`src/rtl/data_mem_loader.sv`:
```
// Streams len words into port A of a data memory, reads them back and
// compares the modular sum of written words against the sum of read words.
module data_mem_loader #(
  parameter int ADDR_W = 8,
  parameter int DATA_W = 8,
  parameter int DEPTH  = 2 ** ADDR_W
) (
  input  logic              clk,
  input  logic              rst,
  input  logic              start,
  input  logic [ADDR_W:0]   len,
  input  logic              in_valid,
  input  logic [DATA_W-1:0] in_data,
  output logic              in_ready,
  output logic [ADDR_W-1:0] address_a,
  output logic [DATA_W-1:0] data_a,
  output logic              wren_a,
  input  logic [DATA_W-1:0] q_a,
  output logic              busy,
  output logic              done,
  output logic              pass
);
  typedef enum logic [2:0] {IDLE, WRITE, GAP, READ, DRAIN, CHECK} state_t;

  localparam logic [ADDR_W:0] DEPTH_L = (ADDR_W + 1)'(DEPTH);
  localparam logic [ADDR_W:0] ONE_L   = (ADDR_W + 1)'(1);

  state_t            state, state_nxt;
  logic [ADDR_W:0]   len_sat, len_q, cnt, rd;
  logic [DATA_W-1:0] wsum, rsum;
  logic              rd_vld_p1;
  logic              start_ok, accept;

  function automatic logic [DATA_W-1:0] add_wrap(input logic [DATA_W-1:0] a,
                                                 input logic [DATA_W-1:0] b);
    return a + b;
  endfunction

  assign in_ready = (state == WRITE);
  assign busy     = (state != IDLE);
  assign done     = (state == CHECK);

  always_ff @(posedge clk or posedge rst) begin
    if (rst) state <= IDLE;
    else     state <= state_nxt;
  end

  always_comb begin
    state_nxt = state;
    start_ok  = 1'b0;
    accept    = 1'b0;
    len_sat   = (len > DEPTH_L) ? DEPTH_L : len;
    case (state)
      IDLE: begin
        if (start) begin
          start_ok  = 1'b1;
          state_nxt = (len_sat == '0) ? CHECK : WRITE;
        end
      end
      WRITE: begin
        if (in_valid) begin
          accept = 1'b1;
          if (cnt + ONE_L == len_q) state_nxt = GAP;
        end
      end
      GAP:     state_nxt = READ;
      READ:    if (rd == len_q) state_nxt = DRAIN;
      DRAIN:   state_nxt = CHECK;
      CHECK:   state_nxt = IDLE;
      default: state_nxt = IDLE;
    endcase
  end

  // Stage p1: read data returns one cycle after its address, so the sample
  // strobe is the READ state delayed by one cycle (covers DRAIN as well).
  always_ff @(posedge clk or posedge rst) begin
    if (rst) begin
      address_a <= '0;
      data_a    <= '0;
      wren_a    <= 1'b0;
      len_q     <= '0;
      cnt       <= '0;
      rd        <= '0;
      wsum      <= '0;
      rsum      <= '0;
      rd_vld_p1 <= 1'b0;
      pass      <= 1'b0;
    end else begin
      wren_a    <= 1'b0;
      rd_vld_p1 <= (state == READ);
      if (rd_vld_p1) rsum <= add_wrap(rsum, q_a);
      case (state)
        IDLE: begin
          if (start_ok) begin
            len_q <= len_sat;
            cnt   <= '0;
            rd    <= '0;
            wsum  <= '0;
            rsum  <= '0;
            pass  <= (len_sat == '0);
          end
        end
        WRITE: begin
          if (accept) begin
            wren_a    <= 1'b1;
            address_a <= cnt[ADDR_W-1:0];
            data_a    <= in_data;
            cnt       <= cnt + ONE_L;
            wsum      <= add_wrap(wsum, in_data);
          end
        end
        GAP: begin
          address_a <= '0;
          rd        <= ONE_L;
        end
        READ: begin
          if (rd != len_q) begin
            address_a <= rd[ADDR_W-1:0];
            rd        <= rd + ONE_L;
          end
        end
        DRAIN: pass <= (wsum == add_wrap(rsum, q_a));
        default: ;
      endcase
    end
  end
endmodule
```
`config.mk`:
```
export PLATFORM = sky130hd
export DESIGN_NAME = data_mem_loader
export DESIGN_NICKNAME = d
export VERILOG_FILES = /design/src/rtl/data_mem_loader.sv
export SDC_FILE = /design/constraint.sdc
export NUM_CORES = 1
export LEC_CHECK = 0
export ABC_CLOCK_PERIOD_IN_PS = 2200
export CAP_MARGIN = 15
export CORE_ASPECT_RATIO = 2
export CORE_MARGIN = 2
export CORE_UTILIZATION = 35
export CTS_BUF_LIST = sky130_fd_sc_hd__clkbuf_4
export DETAILED_ROUTE_END_ITERATION = 16
export SKIP_CTS_REPAIR_TIMING = 1
export SYNTH_ARGS = -nofsm -noshare
export SYNTH_HDL_FRONTEND = slang
export SYNTH_SLANG_ARGS = --single-unit
```
`constraint.sdc`:
```
create_clock -name clk -period 2.2 [get_ports clk]
set_input_delay 0.44 -clock clk [delete_from_list [all_inputs] [get_ports clk]]
set_output_delay 0.44 -clock clk [all_outputs]
set_load 0.02 [all_outputs]
```
# == Yosys cells after proc, flatten, opt, wreduce, memory -nomap -nowiden ==
# Cells that the tools add are included.
# classes
muxes,29
n_bitwise,0
n_eq_ne,16
n_div,0
order_cmp,1
n_shift,0
n_reduce_logical,14
multipliers,0
n_addsub,4
# ops
operator,n
two-way mux 8 bit,7
two-way mux 9 bit,4
case mux 9 bit (3 select lines),1
case mux 8 bit (3 select lines),1
adder 9 x 1 -> 9 bit (second input constant),2
equality test 9 bit,2
case mux 9 bit (2 select lines),1
adder 8 bit,2
case mux 8 bit (2 select lines),1
two-way mux 3 bit,5
case mux 3 bit (5 select lines),1
> comparator 9 bit (second input constant),1
zero test 9 bit,1
!= test 9 bit,1
AND reduction 3 bit,3
nonzero test 3 bit,3
equality test 8 bit,1
!= test 2 bit (second input constant),4
two-way mux 1 bit,7
equality test 3 x 2 -> 1 bit (second input constant),2
equality test 3 bit (second input constant),2
!= test 2 x 1 -> 1 bit (second input constant),3
AND reduction 2 bit,3
AND reduction 4 bit,1
4 further kinds,5
# totals
mem_bits_rw,0
in_bits,29
romBits,0
n_memories,0
latchBits,0
ff_bits,65

# == Longest topological paths before layout ==
# Gate-level depths: netlist (run 1).
# depth
ltp_word,6
mapped_depth,9

# == Worst setup path after synthesis (run 1) ==
# OpenSTA, ideal clock, no wires.
# synth_timing
path_type,input to register
from,input q_a[2]
to,register rsum[7]
cell_stages,7
arrival_time_ps,1854
setup_slack_ps,225
n_path_buf,0
path_cell_list,ha_1 -> o21ai_0 -> o21ai_0 -> a31oi_1 -> xnor2_1 -> a21oi_1 -> a31o_2
# synth_via
elab_chain_len,4
# synth_rtl
element,line_no,text
start: declaration,18,"input logic [DATA_W-1:0] q_a,"
adder 8 bit *,36,return a + b;
two-way mux 8 bit *,91,"if (rd_vld_p1) rsum <= add_wrap(rsum, q_a);"
two-way mux 8 bit,94,if (start_ok) begin
two-way mux 8 bit *,92,case (state)
end signal: assignment,91,
end: declaration,30,"logic [DATA_W-1:0] wsum, rsum;"
# Every way passes the cells marked *; elsewhere a longest branch is shown, timed or not.
# A chain may end at the register's enable or synchronous reset.

# == Final worst setup path (run 1) ==
# layout_timing
from,input q_a[1]
to,register rsum[7]
# Same word-level chain as after synthesis.

==> results of run 1 <==
==> stage by stage <==
step	util, %	TNS, ns
finish	45.77	0
global route	45.77	0
CTS	45.58	-0.5005
detailed placement	44.47	-2.192
global placement	44.47	-1.914
floorplan	-	0
==> placed cells by master, fill, tap and decap left out, types with 5 or more instances in the layout <==
cell / n
o21ai_0: 34
a22o_1: 8
nand3_1: 15
clkbuf_4: 11
nor3_1: 11
nor2b_1: 5
ha_1: 16
mux2i_1: 6
dfrtp_1: 64
nor2_1: 34
nand4_1: 5
mux2_2: 6
nand3b_1: 10
buf_4: 60
xnor2_1: 34
a21oi_1: 17
inv_1: 8
nand2_1: 65
clkdlybuf4s50_1: 46
xor2_1: 14
==> registers in the layout (all words and copies together) (netlist names), 3 cells and up <==
signal / count
len_q: 9
state: 3
rsum: 8
cnt: 9
wsum: 8
address_a: 8
data_a: 8
rd: 9
==> final cells by class <==
type,instances,area (sq um),area share (%)
Multi-Input combinational cell,355,2361,44.35
Sequential cell,65,1628,30.58
Timing Repair Buffer,111,988.4,18.57
Tap cell,145,181.4,3.408
Clock buffer,11,82.58,1.551
Clock inverter,5,46.29,0.8696
Inverter,9,33.78,0.6345
Antenna cell,1,2.502,0.04700
==> where the power goes <==
| part | internal (mW) | total [mW] | switching [mW] |
|---|---|---|---|
| sequential | 1.60 | 2.07 | 0.474 |
| combinational | 1.80 | 3.66 | 1.86 |
| clock | 0.360 | 0.788 | 0.428 |
==> layer usage <==
metal	part of all wire [%]	vias up
li1	-	1783
met1	33	1786
met2	60	76
met3	2.4	30
met4	4.9	0
met5	0	-
==> path summary, 6_finish.rpt <==
kind,end,slack [ns]
setup / recovery,rsum[7],0.09
min in group clk,data_a[5],0.49
hold reg to reg,data_a[5],0.49
hold / removal,wren_a,0.32
max in group asynchronous,address_a[4],1.37
setup reg to reg,state[0],0.14
==> cell families after synthesis <==
logic type                 Yosys count  share of synthesized area (%)
buffers and inverters               32                          3.749
muxes                               15                          3.900
adders and majority gates           18                          5.804
and+or+nand+nor                    184                          23.46
AOI/OAI and AO/OA                   90                          13.63
xor gates and xnor gates            48                          10.16
DFF                                 65                          39.30
==> metrics, run 1 <==
status=complete, no violations; sequential share of the synthesized area=39.30%; Die Y-Extent=157.8 um; Crit path max-delay family=compound AO/OA/AOI/OAI gates; met1 Resource Use GR=17.30%; cts bufs inserted=9; routability cong.=0.8971; worst r2r src=cnt[0]; fillers=1160; Worst-Skew Late Latency=0.42 ns; Commonest cells post-synth=dfrtp_1, nand2_1, nor2_1, o21ai_0, xnor2_1; Setup Slack @ Placement=-0.3797 ns; clock sink count=65; gr busiest metal=met2; crit path capture type=register; GRT met2 Usage=39.55%; top_reg_cell synth=dfrtp_1; synthesized area per cell=9.157 sq um; post-synth net total=499; Clk pin slew, worst setup/hold paths=0.11 ns; Synth area leader=dfrtp_1; largest net degree at the start of global routing=21; HPWL Detailed=9608 um; initial antenna violation count=1; first-pass GRT wire length=18570 um; Initial Util=35.59%; Root Driver=clkbuf_4; IO Pins=50; proportion of layout cells with a drive suffix above 1=18.53%; Finished Cell Area=0.005324 sq mm; met3 Use GR=3.307%; placed instance count=684; share of the synthesized area in the top cell type=39.30%; worst setup path start=q_a[1]; worst reg-to-reg path cell count=8; Slowest-stage cell, CP=clkdlybuf4s50_1; total wire length=11870 um; worst hold path type=in2async; Die W=80.90 um; Core Area=0.01163 sq mm; Post-synth EDFFs=0; Cell Count, Final, Fillers Out=702; grt total ovfl=0; worst-margin pin slew=0.5312 ns; I/O Buffers=49; Pwr Total=6.524 mW; VDD IR max=0.4950 mV; Worst Clk Skew=0.01477 ns; site row count=56; Synth area leaders=dfrtp_1, xnor2_1, nand2_1, ha_1, o21ai_0; Max Cap Violations=0; DR WL/cell=16.91 um; CP required=2.52 ns; Finish-stage setup viols=0; Arrival @ worst endpoint=2.43 ns; Slew Limit Fails=0; Nets=598; relative slew slack=64.59%; vias per std cell=5.235; worst path bufs/invs=1; initial drt markers=148; CTS H-Tree Depth=3; count of state elements after synthesis=65; GRT Overall Usage=19.76%; Leak Pwr=2.400 nW; critical path cell sequence=clkdlybuf4s50_1 > ha_1 > a211oi_2 > o21ai_0 > a31oi_1 > xnor2_1 > a21oi_1 > a31o_2; async set or reset register ratio after synthesis=100.0%; vias after detailed routing=3675; FMAX=0.4740 GHz; crit-path max cell delay=0.47 ns; crit share post-route=95.90%; Cell Area, Synth=0.004139 sq mm; final hold vios=0; Syn Inst Count=452; Post-DP Area=0.005172 sq mm; Clock Path Buffers=2; crit path kind=in2reg; # DRC=0; Yosys cell types=58; critical path fanouts, max=3; Area Growth Syn to Fin=28.63%; Post-DRT Antenna Nets=0; CP Launch Type=input port; CTS tree=yes; DIE AREA=0.01276 sq mm; final worst-path setup slack=0.09019 ns; power per cell area=1225 mW/mm^2; final hold slack=0.3233 ns; WP depth=8; number of global-route vias before repair=3721; RSZ-0062 raised after global routing=no; Pre-Repair DR Iteration Count=4; YS warnings=0; fin crit period=2.110 ns
Power figures use the tool's default switching activity.
==> inputs of run 2 (changes only) <==
CTS_CLUSTER_SIZE = 30   (was not set)
==> results of run 2 <==
Final layout, timing and power as in run 1 (identical DEF).
